[src/rtl/mem_access_unit.sv]
// mem_access_unit: load/store unit between the CPU memory stage and a
// word-only data memory. Byte/halfword/word loads use lane extraction with
// sign or zero extension; sub-word stores use a two-cycle read-modify-write.
// Misaligned or out-of-range requests complete with err=1 and no memory access.
//
// Ports:
//   clk, reset           clock, asynchronous active-high reset
//   req, we, size,       CPU request (sampled only in IDLE); size 00 byte,
//   sign_ext, addr,      01 half, 10 word, 11 error; wdata right-justified
//   wdata
//   ready                1 while in IDLE
//   done, err, rdata     registered completion pulse, error flag, load result
//   mem_rd, mem_wr,      data-memory strobes, word-aligned address, write data
//   mem_addr, mem_wdata
//   mem_rdata            data-memory read data (combinational)
module mem_access_unit #(
  parameter int unsigned RAM_BYTES = 256
) (
  input  logic        clk,
  input  logic        reset,
  input  logic        req,
  input  logic        we,
  input  logic [1:0]  size,
  input  logic        sign_ext,
  input  logic [31:0] addr,
  input  logic [31:0] wdata,
  output logic        ready,
  output logic        done,
  output logic        err,
  output logic [31:0] rdata,
  output logic        mem_rd,
  output logic        mem_wr,
  output logic [31:0] mem_addr,
  output logic [31:0] mem_wdata,
  input  logic [31:0] mem_rdata
);

  localparam int unsigned WORD_W = 32;
  localparam int unsigned HALF_W = 16;

  typedef enum logic [1:0] {
    IDLE  = 2'd0,
    MERGE = 2'd1,
    RESP  = 2'd2
  } state_e;

  state_e              state_q, state_d;
  logic                done_q, done_d;
  logic                err_q, err_d;
  logic [WORD_W-1:0]   rdata_q, rdata_d;
  logic [WORD_W-1:0]   merge_q, merge_d;
  // Latched request fields; only what the MERGE write needs is kept
  // (sign_ext and the word size only matter in the accept cycle).
  logic [WORD_W-1:0]   addr_q, addr_d;
  logic                half_q, half_d;
  logic [HALF_W-1:0]   wdata_q, wdata_d;

  logic                req_err_c;
  logic [4:0]          rd_sh_c;
  logic [WORD_W-1:0]   rd_shift_c;
  logic [WORD_W-1:0]   load_val_c;
  logic [4:0]          wr_sh_c;
  logic [WORD_W-1:0]   lane_mask_c;
  logic [WORD_W-1:0]   merged_c;

  // Request classification: bad size, misalignment or out-of-range address.
  always_comb begin
    req_err_c = (size == 2'b11)
             || ((size == 2'b01) && addr[0])
             || ((size == 2'b10) && (addr[1:0] != 2'b00))
             || (addr >= 32'(RAM_BYTES));
  end

  // Load lane extraction from the live read data.
  always_comb begin
    rd_sh_c    = {addr[1:0], 3'b000};
    rd_shift_c = mem_rdata >> rd_sh_c;
    case (size)
      2'b00:   load_val_c = {{24{sign_ext & rd_shift_c[7]}}, rd_shift_c[7:0]};
      2'b01:   load_val_c = {{16{sign_ext & rd_shift_c[15]}}, rd_shift_c[15:0]};
      default: load_val_c = mem_rdata;
    endcase
  end

  // Replace the target lane of the previously read word with the store data.
  always_comb begin
    wr_sh_c     = {addr_q[1:0], 3'b000};
    lane_mask_c = half_q ? (32'h0000_FFFF << wr_sh_c) : (32'h0000_00FF << wr_sh_c);
    merged_c    = (merge_q & ~lane_mask_c) | ((32'(wdata_q) << wr_sh_c) & lane_mask_c);
  end

  // State and result registers.
  always_ff @(posedge clk or posedge reset) begin
    if (reset) begin
      state_q <= IDLE;
      done_q  <= 1'b0;
      err_q   <= 1'b0;
      rdata_q <= '0;
      merge_q <= '0;
      addr_q  <= '0;
      half_q  <= 1'b0;
      wdata_q <= '0;
    end else begin
      state_q <= state_d;
      done_q  <= done_d;
      err_q   <= err_d;
      rdata_q <= rdata_d;
      merge_q <= merge_d;
      addr_q  <= addr_d;
      half_q  <= half_d;
      wdata_q <= wdata_d;
    end
  end

  // Next-state and memory strobe logic.
  always_comb begin
    state_d   = state_q;
    done_d    = 1'b0;
    err_d     = err_q;
    rdata_d   = rdata_q;
    merge_d   = merge_q;
    addr_d    = addr_q;
    half_d    = half_q;
    wdata_d   = wdata_q;
    mem_rd    = 1'b0;
    mem_wr    = 1'b0;
    mem_addr  = {addr[31:2], 2'b00};
    mem_wdata = wdata;

    case (state_q)
      IDLE: begin
        if (req) begin
          addr_d  = addr;
          half_d  = size[0];
          wdata_d = wdata[HALF_W-1:0];
          state_d = RESP;
          done_d  = 1'b1;
          if (req_err_c) begin
            err_d = 1'b1;
          end else if (!we) begin
            mem_rd  = 1'b1;
            rdata_d = load_val_c;
            err_d   = 1'b0;
          end else if (size == 2'b10) begin
            mem_wr = 1'b1;
            err_d  = 1'b0;
          end else begin
            // Sub-word store: read the word now, write the merged word next cycle.
            mem_rd  = 1'b1;
            merge_d = mem_rdata;
            state_d = MERGE;
            done_d  = 1'b0;
          end
        end
      end
      MERGE: begin
        mem_wr    = 1'b1;
        mem_addr  = {addr_q[31:2], 2'b00};
        mem_wdata = merged_c;
        err_d     = 1'b0;
        done_d    = 1'b1;
        state_d   = RESP;
      end
      RESP: begin
        state_d = IDLE;
      end
      default: begin
        state_d = IDLE;
      end
    endcase
  end

  assign ready = (state_q == IDLE);
  assign done  = done_q;
  assign err   = err_q;
  assign rdata = rdata_q;

endmodule

[config.mk]
export PLATFORM = sky130hd
export DESIGN_NAME = mem_access_unit
export DESIGN_NICKNAME = d
export VERILOG_FILES = /design/src/rtl/mem_access_unit.sv
export SDC_FILE = /design/constraint.sdc
export NUM_CORES = 1
export LEC_CHECK = 0
export ABC_AREA = 1
export CORE_AREA = 2 2 121 123
export CTS_CLUSTER_SIZE = 16
export DETAILED_ROUTE_END_ITERATION = 10
export DIE_AREA = 0 0 123 125
export PLACE_DENSITY = 0.81
export SLEW_MARGIN = 0
export SYNTH_ARGS = -nofsm -noshare
export SYNTH_HDL_FRONTEND = slang
export SYNTH_SLANG_ARGS = --single-unit
[constraint.sdc]
create_clock -name clk -period 6.2 [get_ports clk]
set_clock_uncertainty 0.15 [all_clocks]
set_input_delay 1.86 -clock clk [delete_from_list [all_inputs] [get_ports clk]]
set_output_delay 1.86 -clock clk [all_outputs]
set_load 0.02 [all_outputs]
# ---- Word level (Yosys, flattened, before mapping)
# Index checks and enable logic that the tools add are counted.
dict set report word_totals {
  ff_bits 117
  out_inout_bits 101
}
dict set report classes {
  eq_ne 6
  n_mux 28
  n_bitwise 9
  order_cmp 1
  n_reduce_logical 13
  shift 4
}
# cell n
set ops {}
lappend ops {{two-way mux 32 bit} 3}
lappend ops {{AND 32 bit} 2}
lappend ops {{case mux 32 bit (2 select lines)} 1}
lappend ops {{greater-or-equal comparator 32 x 9 -> 1 bit (second input constant)} 1}
lappend ops {{inverter 32 bit} 1}
lappend ops {{OR 32 bit} 1}
lappend ops {{<< shifter 16 x 5 -> 32 bit} 1}
lappend ops {{<< shifter 16 x 5 -> 32 bit (first input constant)} 1}
lappend ops {{<< shifter 8 x 5 -> 32 bit (first input constant)} 1}
lappend ops {{right shift 32 x 5 -> 16 bit} 1}
lappend ops {{two-way mux 1 bit} 16}
lappend ops {{two-way mux 2 bit} 4}
lappend ops {{case mux 1 bit (2 select lines)} 3}
lappend ops {{AND reduction 5 bit} 1}
lappend ops {{equality test 2 x 1 -> 1 bit (second input constant)} 2}
lappend ops {{equality test 2 bit (second input constant)} 2}
lappend ops {{zero test 2 bit} 2}
lappend ops {{!= test 4 x 2 -> 1 bit (second input constant)} 1}
lappend ops {{case mux 2 bit (2 select lines)} 1}
lappend ops {{AND reduction 4 bit} 1}
lappend ops {{nonzero test 2 bit} 2}
lappend ops {{logical OR 1 bit} 3}
lappend ops {{inverter 1 bit} 3}
lappend ops {{AND reduction 3 bit} 1}
lappend ops {{4 further kinds} 6}

# ---- Logic depth before layout (Yosys ltp)
dict set report depth {
  word_depth 8
  ltp_mapped 10
}

# ---- Worst setup path after synthesis
# OpenSTA, ideal clock, no wires.
dict set report synth_path {
  path_type {input-to-output}
  start {input port size[1]}
  end {output port mem_wr}
  n_path_buf 1
  arrival_time_ns 2.960
  path_slack_ns 1.230
  required_ns 4.190
  stages 5
  cell_sequence {buf_4 -> clkinv_1 -> nor3_1 -> nand2_1 -> o21ai_0}
}
dict set report synth_via {
  elab_chain_len 8
  word_cells_on_any_way 13
}
# element line_no
set synth_lines {}
lappend synth_lines {{start, declared} 23} ;# input logic [1:0] size,
lappend synth_lines {{equality test 2 x 1 -> 1 bit} 69} ;# || ((size == 2'b01) && addr[0])
lappend synth_lines {{logical AND 1 bit} 69}
lappend synth_lines {{logical OR 1 bit} 69}
lappend synth_lines {{logical OR 1 bit} 70} ;# || ((size == 2'b10) && (addr[1:0] != 2'b00))
lappend synth_lines {{logical OR 1 bit} 71} ;# || (addr >= 32'(RAM_BYTES));
lappend synth_lines {{two-way mux 1 bit (*)} 138} ;# if (req_err_c) begin
lappend synth_lines {{two-way mux 1 bit (*)} 132} ;# if (req) begin
lappend synth_lines {{case mux 1 bit (2 select lines) (*)} 130} ;# case (state_q)
lappend synth_lines {{end, declared} 32} ;# output logic mem_wr,
# Every way passes the cells marked *; elsewhere a longest branch is shown, timed or not.

# ---- Final worst setup path
dict set report layout_path {
  start {input port addr[28]}
  end {output port mem_wr}
}
dict set report layout_via {
  elab_chain_len 5
}
# element line_no
set layout_lines {}
lappend layout_lines {{start, declared} 25} ;# input logic [31:0] addr,
lappend layout_lines {{greater-or-equal comparator 32 x 9 -> 1 bit} 71}
lappend layout_lines {{logical OR 1 bit} 71}
lappend layout_lines {{two-way mux 1 bit} 138}
lappend layout_lines {{two-way mux 1 bit} 132}
lappend layout_lines {{case mux 1 bit (2 select lines)} 130}
# Every way passes these cells.

==> flow_summary_export.csv <==
group,metric,value,unit
status,outcome,"complete, no violations",
hold_path,min_path_cells,2,
finish,antenna_cells,0,
worst_setup_path,endpoint_kind,"primary output",
finish,drive_gt1_share,7.04,%
sta,setup_tns,0,ns
clock_tree,ctsHoldBuffers,0,
worst_setup_path,reg2reg_slack,3.56,ns
synth,synth-seq-cells,117,
die,chipHeight,125,um
global_route,grt_pass1_wl,33100,um
worst_setup_path,path_class,"primary input to primary output",
worst_setup_path,r2r-start,"state_q[0]$_DFFE_PP0P_",
worst_setup_path,worstPathRequired,4.19,ns
synth,avgSynthCellArea,7.04,um^2
synth,synth.top_cell.area_share,44.0,%
synth,synth_common_cells,"396 x nand2_1, 134 x o21ai_0, 117 x dfrtp_1, 61 x inv_1, 48 x nor2_1",
global_route,track_usage,27.3,%
power_and_ir_drop,peakVddDrop,0.183,mV
run,maxCapViolCount,0,
clock_tree,h-tree-depth,4,
synth,syn_inst,946,
synth,synth.most_common_cell,"nand2_1",
drt,vias,6863,
global_route,grt_pass1_vias,6487,
placed_design,place_inst,1289,
die,pin_count,204,
hold_path,worstHoldPathType,"register to register",
clock_tree,clock-sinks,117,
clock_tree,cts_setup_buffers,0,
synth,yosysWarningCount,0,
sta,rsz0062_at_grt,"false",
drt,drc,0,
sta,hold_viol,0,
drt,drt_wl_total,20500,um
synth,yosysTopAreaCell,"dfrtp_1",
sta,fin_hold_ws,0.318,ns
die,die_w,123,um
drt,postRouteAntennaNets,0,
drt,drtIter0Drc,662,
finish,seqCellArea,0.00293,mm^2
clock_tree,cts.clk_slew.worst_paths,0.06,ns
sta,max_slew_margin,17.8,%
drt,drt-vias-per-instance,5.20,
synth,synth_area,0.00666,mm^2
worst_setup_path,arrival,3.87,ns
drt,dr.pass1.iters,5,
sta,drv_slew,0,
synth,yosys.cell_types.count,23,
global_route,grt_max_degree,101,
sta,worstMarginPinSlew,1.23,ns
drt,wire_per_inst,15.5,um
power_and_ir_drop,power_density,235,mW/mm^2
clock_tree,post_cts_resized,0,
clock_tree,numCtsBuffers,17,
placed_design,dp_hpwl,14900,um
finish,final_nets,1227,
die,fp-row-count,44,
sta,min_period_over_period,94.8,%
hold_path,min_to,"rdata[0]$_DFFE_PP0P_",
finish,layout.cells.non_filler,1321,
placed_design,io_buffers,201,
clock_tree,cts_tree,"built",
clock_tree,insertion_delay,0.41,ns
sta,max_freq,170,MHz
power_and_ir_drop,p_leak,4.50,nW
die,core,0.0142,mm^2
synth,seq_area_frac_synth,44.0,%
placed_design,routabilityCongestion,0.902,
die,die-area,0.0154,mm^2
worst_setup_path,worstSetupStartpointType,"primary input",
finish,syn_to_final_growth,38.6,%
sta,setup_violations,0,
finish,multiInputGateArea,0.00313,mm^2
clock_tree,cts-root-buf,"clkbuf_16",
clock_tree,cts_buffer_depth,2,
worst_setup_path,crit_fanout,3,
worst_setup_path,reg2reg_to,"rdata[10]$_DFFE_PP0P_",
synth,synth.area.top_cells,"dfrtp_1 44%, nand2_1 22%, o21ai_0 10%",
hold_path,hp-start,"rdata[0]$_DFFE_PP0P_",
sta,fin_crit,5.88,ns
finish,fill_cells,1254,
worst_setup_path,rr_worst_depth,6,
die,initial_core_util,46.9,%
global_route,antenna_found_initial,0,
synth,async_flop_share,100,%
global_route,grt-ovfl-total,0,
synth,synth_edf_count,0,
synth,ys.flop_type,"dfrtp_1",
worst max-delay path by stage:
stage | endpoint | slack (ns) | from | cells after the start
5_1_grt | mem_wr | 0.19 | addr[20] | 9
4_1_cts | mem_wr | 0.34 | addr[28] | 9
3_3_place_gp | mem_wr | 0.40 | addr[29] | 9
2_1_floorplan | addr_q[0]$_DFFE_PP0P_ | 1.09 | reset | 1
3_5_place_dp | mem_wr | 0.35 | addr[28] | 9
6_report | mem_wr | 0.32 | addr[28] | 9
cell type report:
class / instances / area share [%]
clock buffer: 18 / 4.65
multi-input combinational: 707 / 34.0
inverter: 70 / 2.87
clock inverter: 14 / 1.69
sequential: 117 / 31.7
timing repair buffer: 211 / 22.6
tap: 184 / 2.49
flip-flops by register name (all words and copies together) (netlist names):
register / flops
merge_q: 32
wdata_q: 16
addr_q: 32
err: 1
done: 1
half_q: 1
state_q: 2
rdata: 32
cells by family after synthesis:
kind of cell / count (synthesis) / share of synthesized area (%)
other cells: 1 / 0.0563
buf+inv: 123 / 9.09
compound gates: 196 / 14.9
simple gates: 509 / 32.0
flops: 117 / 44.0
routing by layer:
layer  vias up  global-route usage [%]  share of wire [%]
met2       306                    41.0                 46
li1       3364                       -                  -
met5         -                       0                  0
met3        39                    6.34                7.8
met1      3154                    38.9                 44
met4         0                    9.22                2.4
through the flow:
stage          power (mW)  util [%]  instance area, um^2  worst slack [ns]
2_1_floorplan        1.05         -                 6670              1.09
3_3_place_gp         1.21      60.9                 8640             0.401
3_5_place_dp         1.22      60.9                 8640             0.352
4_1_cts              2.18      65.0                 9230             0.337
5_1_grt              2.26      65.0                 9230             0.185
6_report             2.17      65.0                 9230             0.324
layout by cell type (no fill, tap or decap), types with 2 or more instances in the layout:
master and instances:
a21oi_1 40, inv_2 7, nand3_2 17, clkinv_1 2
conb_1 2, o22ai_1 8, nand3_4 2, nor2_4 3
nor2_1 48, inv_1 60, clkinvlp_4 4, o21ai_1 13
o21ai_0 134, nand2_1 395, buf_4 10, dfrtp_1 117
bufinv_16 2, nor2_2 6, nand3_1 35, clkbuf_16 17
clkinv_4 6, nand2_2 2, clkdlybuf4s50_1 201
critical path, stage by stage:
cell and delay, ns:
clkdlybuf4s50_1 0.42, inv_2 0.07, nand2_1 0.05, nor2_1 0.18, nand3_1 0.19, nor2_2 0.20
nand2_1 0.09, o21ai_0 0.15, clkdlybuf4s50_1 0.65
where the power goes:
part,total (mW),switching [mW],internal [mW]
Clock,0.959,0.365,0.594
Combinational,0.371,0.214,0.158
Sequential,0.842,0.0348,0.808
Total,2.17,0.614,1.56
Power figures use the tool's default switching activity.
